[src/rtl/spi_pkg.sv]
// spi_pkg: shared types and defaults for the SPI master/slave pair.
//   state_t    FSM states of the receiver (IDLE, SHIFT)
//   WIDTH_DEF  default bits per SPI word
//   SYNC_DEF   default synchronizer depth, shared with spi_master
//   cnt_width  bit counter width able to hold 0..w
//   CNT_W      counter width for the default word size
package spi_pkg;

   typedef enum logic {IDLE, SHIFT} state_t;

   localparam int WIDTH_DEF = 8;
   localparam int SYNC_DEF  = 2;

   function automatic int cnt_width(input int w);
      return $clog2(w + 1);
   endfunction

   localparam int CNT_W = cnt_width(WIDTH_DEF);

endpackage

[src/rtl/spi_sync_edge.sv]
// spi_sync_edge: N-stage synchronizer for an asynchronous pin with edge detect.
//   clk    system clock
//   reset  asynchronous active-low reset
//   d      asynchronous input pin
//   rise   one-clk pulse on a synchronized 0->1 transition
//   fall   one-clk pulse on a synchronized 1->0 transition
module spi_sync_edge
   import spi_pkg::*;
#(
   parameter int N = SYNC_DEF
) (
   input  logic clk,
   input  logic reset,
   input  logic d,
   output logic rise,
   output logic fall
);

   logic [N-1:0] sync;
   logic         prev;

   always_ff @(posedge clk or negedge reset) begin
      if (!reset) begin
         sync <= '0;
         prev <= 1'b0;
      end else begin
         sync <= {sync[N-2:0], d};
         prev <= sync[N-1];
      end
   end

   assign rise = sync[N-1] & ~prev;
   assign fall = ~sync[N-1] & prev;

endmodule

[src/rtl/spi_slave_rx.sv]
// spi_slave_rx: oversampling mode-0 SPI responder; deserializes MSB-first words
// tagged with dc and shifts a buffered word back out on miso.
//   clk, reset          system clock, asynchronous active-low reset
//   sce, sclk, mosi, dc asynchronous SPI pins (sce active-low)
//   miso                serial data out, MSB first
//   rx_data, rx_dc      last received word and its dc level
//   rx_valid            one-clk strobe for a new rx_data/rx_dc
//   tx_data, tx_load    word (and its load strobe) returned on the next word
//   busy                high while a frame is open
//   overrun, frame_err  sticky flags, cleared by clr_flags
module spi_slave_rx
   import spi_pkg::*;
#(
   parameter int WIDTH       = WIDTH_DEF,
   parameter int SYNC_STAGES = SYNC_DEF
) (
   input  logic             clk,
   input  logic             reset,
   input  logic             sce,
   input  logic             sclk,
   input  logic             mosi,
   input  logic             dc,
   output logic             miso,
   output logic [WIDTH-1:0] rx_data,
   output logic             rx_dc,
   output logic             rx_valid,
   input  logic [WIDTH-1:0] tx_data,
   input  logic             tx_load,
   output logic             busy,
   output logic             overrun,
   output logic             frame_err,
   input  logic             clr_flags
);

   localparam int CW = cnt_width(WIDTH);
   localparam int GW = $clog2(2 * WIDTH + 1);
   localparam logic [GW-1:0] GAP_MAX = GW'(2 * WIDTH);

   logic                   sce_rise, sce_fall, sclk_rise, sclk_fall;
   logic [SYNC_STAGES-1:0] mosi_q, dc_q;
   logic                   mosi_s, dc_s;
   state_t                 state, state_nxt;
   logic [CW-1:0]          cnt, cnt_adv, cnt_nxt;
   logic [WIDTH-2:0]       shift_rx;
   logic [WIDTH-1:0]       shift_tx, tx_buf;
   logic [GW-1:0]          gap;
   logic                   start, done, err, reload;

   spi_sync_edge #(.N(SYNC_STAGES)) u_sce (
      .clk(clk), .reset(reset), .d(sce), .rise(sce_rise), .fall(sce_fall)
   );

   spi_sync_edge #(.N(SYNC_STAGES)) u_sclk (
      .clk(clk), .reset(reset), .d(sclk), .rise(sclk_rise), .fall(sclk_fall)
   );

   // Data pins share the sclk pipeline depth so they line up with sclk_rise.
   always_ff @(posedge clk or negedge reset) begin
      if (!reset) begin
         mosi_q <= '0;
         dc_q   <= '0;
      end else begin
         mosi_q <= {mosi_q[SYNC_STAGES-2:0], mosi};
         dc_q   <= {dc_q[SYNC_STAGES-2:0], dc};
      end
   end

   assign mosi_s = mosi_q[SYNC_STAGES-1];
   assign dc_s   = dc_q[SYNC_STAGES-1];

   // The sclk sample is applied before the sce check, so a word completing
   // on the closing edge still counts as a clean frame end.
   always_comb begin
      state_nxt = state;
      start     = 1'b0;
      done      = 1'b0;
      err       = 1'b0;
      cnt_adv   = '0;
      cnt_nxt   = '0;
      if (state == IDLE) begin
         start     = sce_fall;
         state_nxt = sce_fall ? SHIFT : IDLE;
      end else begin
         done      = sclk_rise && cnt == CW'(WIDTH - 1);
         cnt_adv   = done ? '0 : cnt + CW'(sclk_rise);
         err       = sce_rise && cnt_adv != '0;
         cnt_nxt   = sce_rise ? '0 : cnt_adv;
         state_nxt = sce_rise ? IDLE : SHIFT;
      end
   end

   always_ff @(posedge clk or negedge reset) begin
      if (!reset) state <= IDLE;
      else        state <= state_nxt;
   end

   // A falling edge at a word boundary starts the next word from the buffer.
   assign reload = start || (state == SHIFT && sclk_fall && cnt == '0);

   always_ff @(posedge clk or negedge reset) begin
      if (!reset) begin
         cnt       <= '0;
         shift_rx  <= '0;
         shift_tx  <= '0;
         tx_buf    <= '0;
         rx_data   <= '0;
         rx_dc     <= 1'b0;
         rx_valid  <= 1'b0;
         gap       <= GAP_MAX;
         overrun   <= 1'b0;
         frame_err <= 1'b0;
      end else begin
         cnt      <= cnt_nxt;
         rx_valid <= done;
         if (done) begin
            rx_data <= {shift_rx, mosi_s};
            rx_dc   <= dc_s;
         end
         if (state == SHIFT && sclk_rise) shift_rx <= {shift_rx[WIDTH-3:0], mosi_s};
         if (reload) shift_tx <= tx_buf;
         else if (state == SHIFT && sclk_fall) shift_tx <= shift_tx << 1;
         if (tx_load) tx_buf <= tx_data;
         // Clocks since the last completed word, saturating at 2*WIDTH.
         gap       <= done ? '0 : (gap == GAP_MAX ? gap : gap + 1'b1);
         overrun   <= clr_flags ? 1'b0 : overrun | (done && gap != GAP_MAX);
         frame_err <= clr_flags ? 1'b0 : frame_err | err;
      end
   end

   assign busy = state == SHIFT;
   assign miso = busy & shift_tx[WIDTH-1];

endmodule

[config.mk]
export PLATFORM = sky130hd
export DESIGN_NAME = spi_slave_rx
export DESIGN_NICKNAME = d
export VERILOG_FILES = /design/src/rtl/spi_pkg.sv /design/src/rtl/spi_sync_edge.sv /design/src/rtl/spi_slave_rx.sv
export SDC_FILE = /design/constraint.sdc
export NUM_CORES = 1
export LEC_CHECK = 0
export CORE_ASPECT_RATIO = 0.5
export CORE_MARGIN = 5
export CORE_UTILIZATION = 58
export DETAILED_ROUTE_END_ITERATION = 10
export PLACE_DENSITY = 0.8
export SLEW_MARGIN = 20
export SYNTH_ARGS = -nofsm -noshare
export SYNTH_HDL_FRONTEND = slang
export SYNTH_SLANG_ARGS = --single-unit
[constraint.sdc]
create_clock -name clk -period 2.4 [get_ports clk]
set_clock_uncertainty 0.05 [all_clocks]
set_input_delay 0.48 -clock clk [delete_from_list [all_inputs] [get_ports clk]]
set_output_delay 0.48 -clock clk [all_outputs]
set_load 0.05 [all_outputs]
==> key figures <==
Global route
  • Initial antenna violation count: 0
  • Met1 usage: 20.8%
  • Most Used Layer, Global Route: met2
  • Vias in the first global route: 1448
  • Total global routing overflow: 0
  • Largest net degree at the start of global routing: 33
  • First-pass GRT wire length: 6760 um
  • GR Layer Usage met2: 26.7%
  • Tot GR Track Use: 16.3%
  • GRT met3 Usage: 5.73%

Synth
  • Sequential share of the synthesized area: 60.6%
  • Post-synth EDFFs: 0
  • Post-synth net total: 194
  • Mapped Area: 2270 um2
  • Post-synth ARST share: 100%
  • Most area-consuming cells after synthesis: dfrtp_1, mux2_2, o221ai_2, nand2_1, inv_1
  • Post-synthesis cell count: 174
  • Seq cells post-synth: 55
  • Most numerous cell in the Yosys netlist: dfrtp_1
  • Post-synth top area share: 59.4%
  • Cell taking the most area after synthesis: dfrtp_1
  • Most frequent cells after synthesis: dfrtp_1, nand2_1, inv_1
  • Avg Cell Area, Syn: 13.1 um2
  • Synthesis Warnings: 0
  • Most used flip-flop cell after synthesis: dfrtp_1
  • Post-synth cell types: 39

Place
  • Placer Congestion: 0.780
  • Placed insts: 254
  • Place WS: 0.426 ns
  • DP HPWL: 2700 um
  • Buffers on Ports: 29

Detailed routing
  • First-pass DRT Iterations: 4
  • WL/cell: 14.5 um
  • Initial DRC count: 32
  • DRC Markers: 0
  • Total Routed Length: 3790 um
  • Post-route ant nets: 0
  • DR vias/cell: 5.30
  • Via count: 1389

STA
  • Final setup margin: 0.0918 ns
  • Worst slew pin tran: 0.564 ns
  • Max_slew headroom: 62.4%
  • Final hold vios: 0
  • Fin Hold WS: 0.111 ns
  • Pins Over Slew Limit: 0
  • RSZ-0062 raised after global routing: false
  • Fin crit period: 2.31 ns
  • Setup TNS: 0 ns
  • Max Fclk: 0.433 GHz
  • Tcrit/Tclk final: 96.2%
  • Setup violations, final: 0

Clock tree
  • Clock-pin transition on the worst setup and hold timing paths: 0.10 ns
  • Post-cts gate resize count: 0
  • CTS sink count: 55
  • Largest buffer count on any clock path: 2
  • Num CTS Buffers: 5
  • Post-CTS setup buffer count: 0
  • Post-cts hold buffer count: 0
  • CTS Root Cell: clkbuf_8
  • Clock Latency Late Sink: 0.30 ns
  • H-tree depth: 2
  • CTS tree: built

Worst setup path
  • Cell family with most CP delay: buffers and inverters
  • R2R setup slack: 0.60 ns
  • Worst Path Required: 1.87 ns
  • Worst-path fanout max: 9
  • Crit path launch type: register
  • Critical R2R Capture: rx_dc
  • FF-to-FF path depth: 4
  • Nature of the critical path endpoint: output pin
  • CP max-delay cell: clkdlybuf4s50_1
  • CP max stage delay: 0.79 ns
  • Arrival @ worst endpoint: 1.78 ns
  • Critical path type: reg2out
  • Worst-path cell chain: and2_1, clkdlybuf4s50_1
  • RR Startpoint: busy
  • CP bufs+invs: 1

Floorplanning
  • Core Rows: 16
  • Die Y: 54.3 um
  • Initial core utilization: 59.1%
  • Die X: 98.5 um
  • Num ports: 30
  • Die area: 5350 um2
  • Core box area: 3840 um2

Finish
  • Final net count: 227
  • Share of cells above drive strength 1: 20.2%
  • Antenna diodes: 0
  • Non-Filler Instances: 262
  • P&R area growth vs syn: 18.8%
  • Filler instances: 297

Pwr
  • P per Cell Area: 767 nW/um2
  • Final Power: 2070 uW
  • Lkg Pwr: 0.00124 uW
  • Worst VDD drop: 0.414 mV

Run
  • Number of max-cap violations: 0

Run status
  • Outcome: finished, final reports clean

Min path
  • Hold Path Class: in2async
==> area by class of cell <==
cell class              count  area, um2  share of cell area [%]
clock buffers               5       68.8                    2.55
clock inverters             3       18.8                   0.695
inverters                  15       56.3                    2.08
multi-input cells          99        800                    29.6
flip-flops and latches     55       1380                    51.0
well taps                  54       67.6                    2.50
repair buffers             31        313                    11.6
==> worst reg2reg max path, stage by stage, from the launching register on <==
cell	delay [ns]
dfrtp_1	0.51
inv_1	0.12
nor3_4	0.42
buf_4	0.28
mux2_4	0.32
==> worst max-delay path by stage <==
stage	start	end	cells after the start
floorplan	busy	rx_data[6]	5
global placement	busy	miso	2
detailed placement	busy	miso	2
CTS	busy	miso	2
global route	busy	miso	2
finish	busy	miso	2
==> registers in the layout, indices dropped and copies added (netlist names) <==
signal       count
overrun          1
cnt              4
shift_rx         7
u_sce.prev       1
mosi_q           2
gap              5
u_sce.sync       2
rx_dc            1
shift_tx         8
rx_data          8
busy             1
tx_buf           8
frame_err        1
u_sclk.prev      1
rx_valid         1
u_sclk.sync      2
dc_q             2
==> power breakdown <==
group,internal (uW),total (uW),switching (uW)
logic,199,387,188
registers,1080,1190,105
clock network,206,498,292
==> metal layers <==
layer | part of all wire, % | up-vias | wire length (um)
li1 | - | 661 | -
met1 | 47 | 691 | 1790
met2 | 46 | 31 | 1740
met5 | 0 | - | 0
met4 | 1.3 | 0 | 51
met3 | 5.6 | 6 | 211
==> logic make-up after synthesis <==
kind of cell / Yosys count / share of synthesized area, %
buf+inv: 20 / 4.24
compound gates: 21 / 8.64
xor+xnor: 6 / 2.31
flops: 55 / 60.6
mux: 17 / 8.86
fa+ha+maj: 5 / 2.64
simple gates: 50 / 12.7
==> cell usage in the layout, fill, tap and decap left out, types with 3 or more instances in the layout <==
| cell type | instances |
|---|---|
| o221ai_2 | 7 |
| o21ai_0 | 9 |
| clkbuf_8 | 5 |
| dfrtp_1 | 54 |
| nand3_1 | 11 |
| xor2_1 | 3 |
| ha_1 | 4 |
| nor2_1 | 9 |
| mux2_4 | 3 |
| clkdlybuf4s50_1 | 28 |
| mux2_2 | 13 |
| inv_1 | 15 |
| xnor2_1 | 3 |
| nand2_1 | 16 |
==> stage by stage <==
stage	util, %	instance area [um2]
4_1_cts	70.3	2700
5_1_grt	70.3	2700
2_1_floorplan	-	2270
3_5_place_dp	68.0	2610
3_3_place_gp	68.0	2610
6_report	70.3	2700
Note: power is estimated with default switching activity, not from simulation.
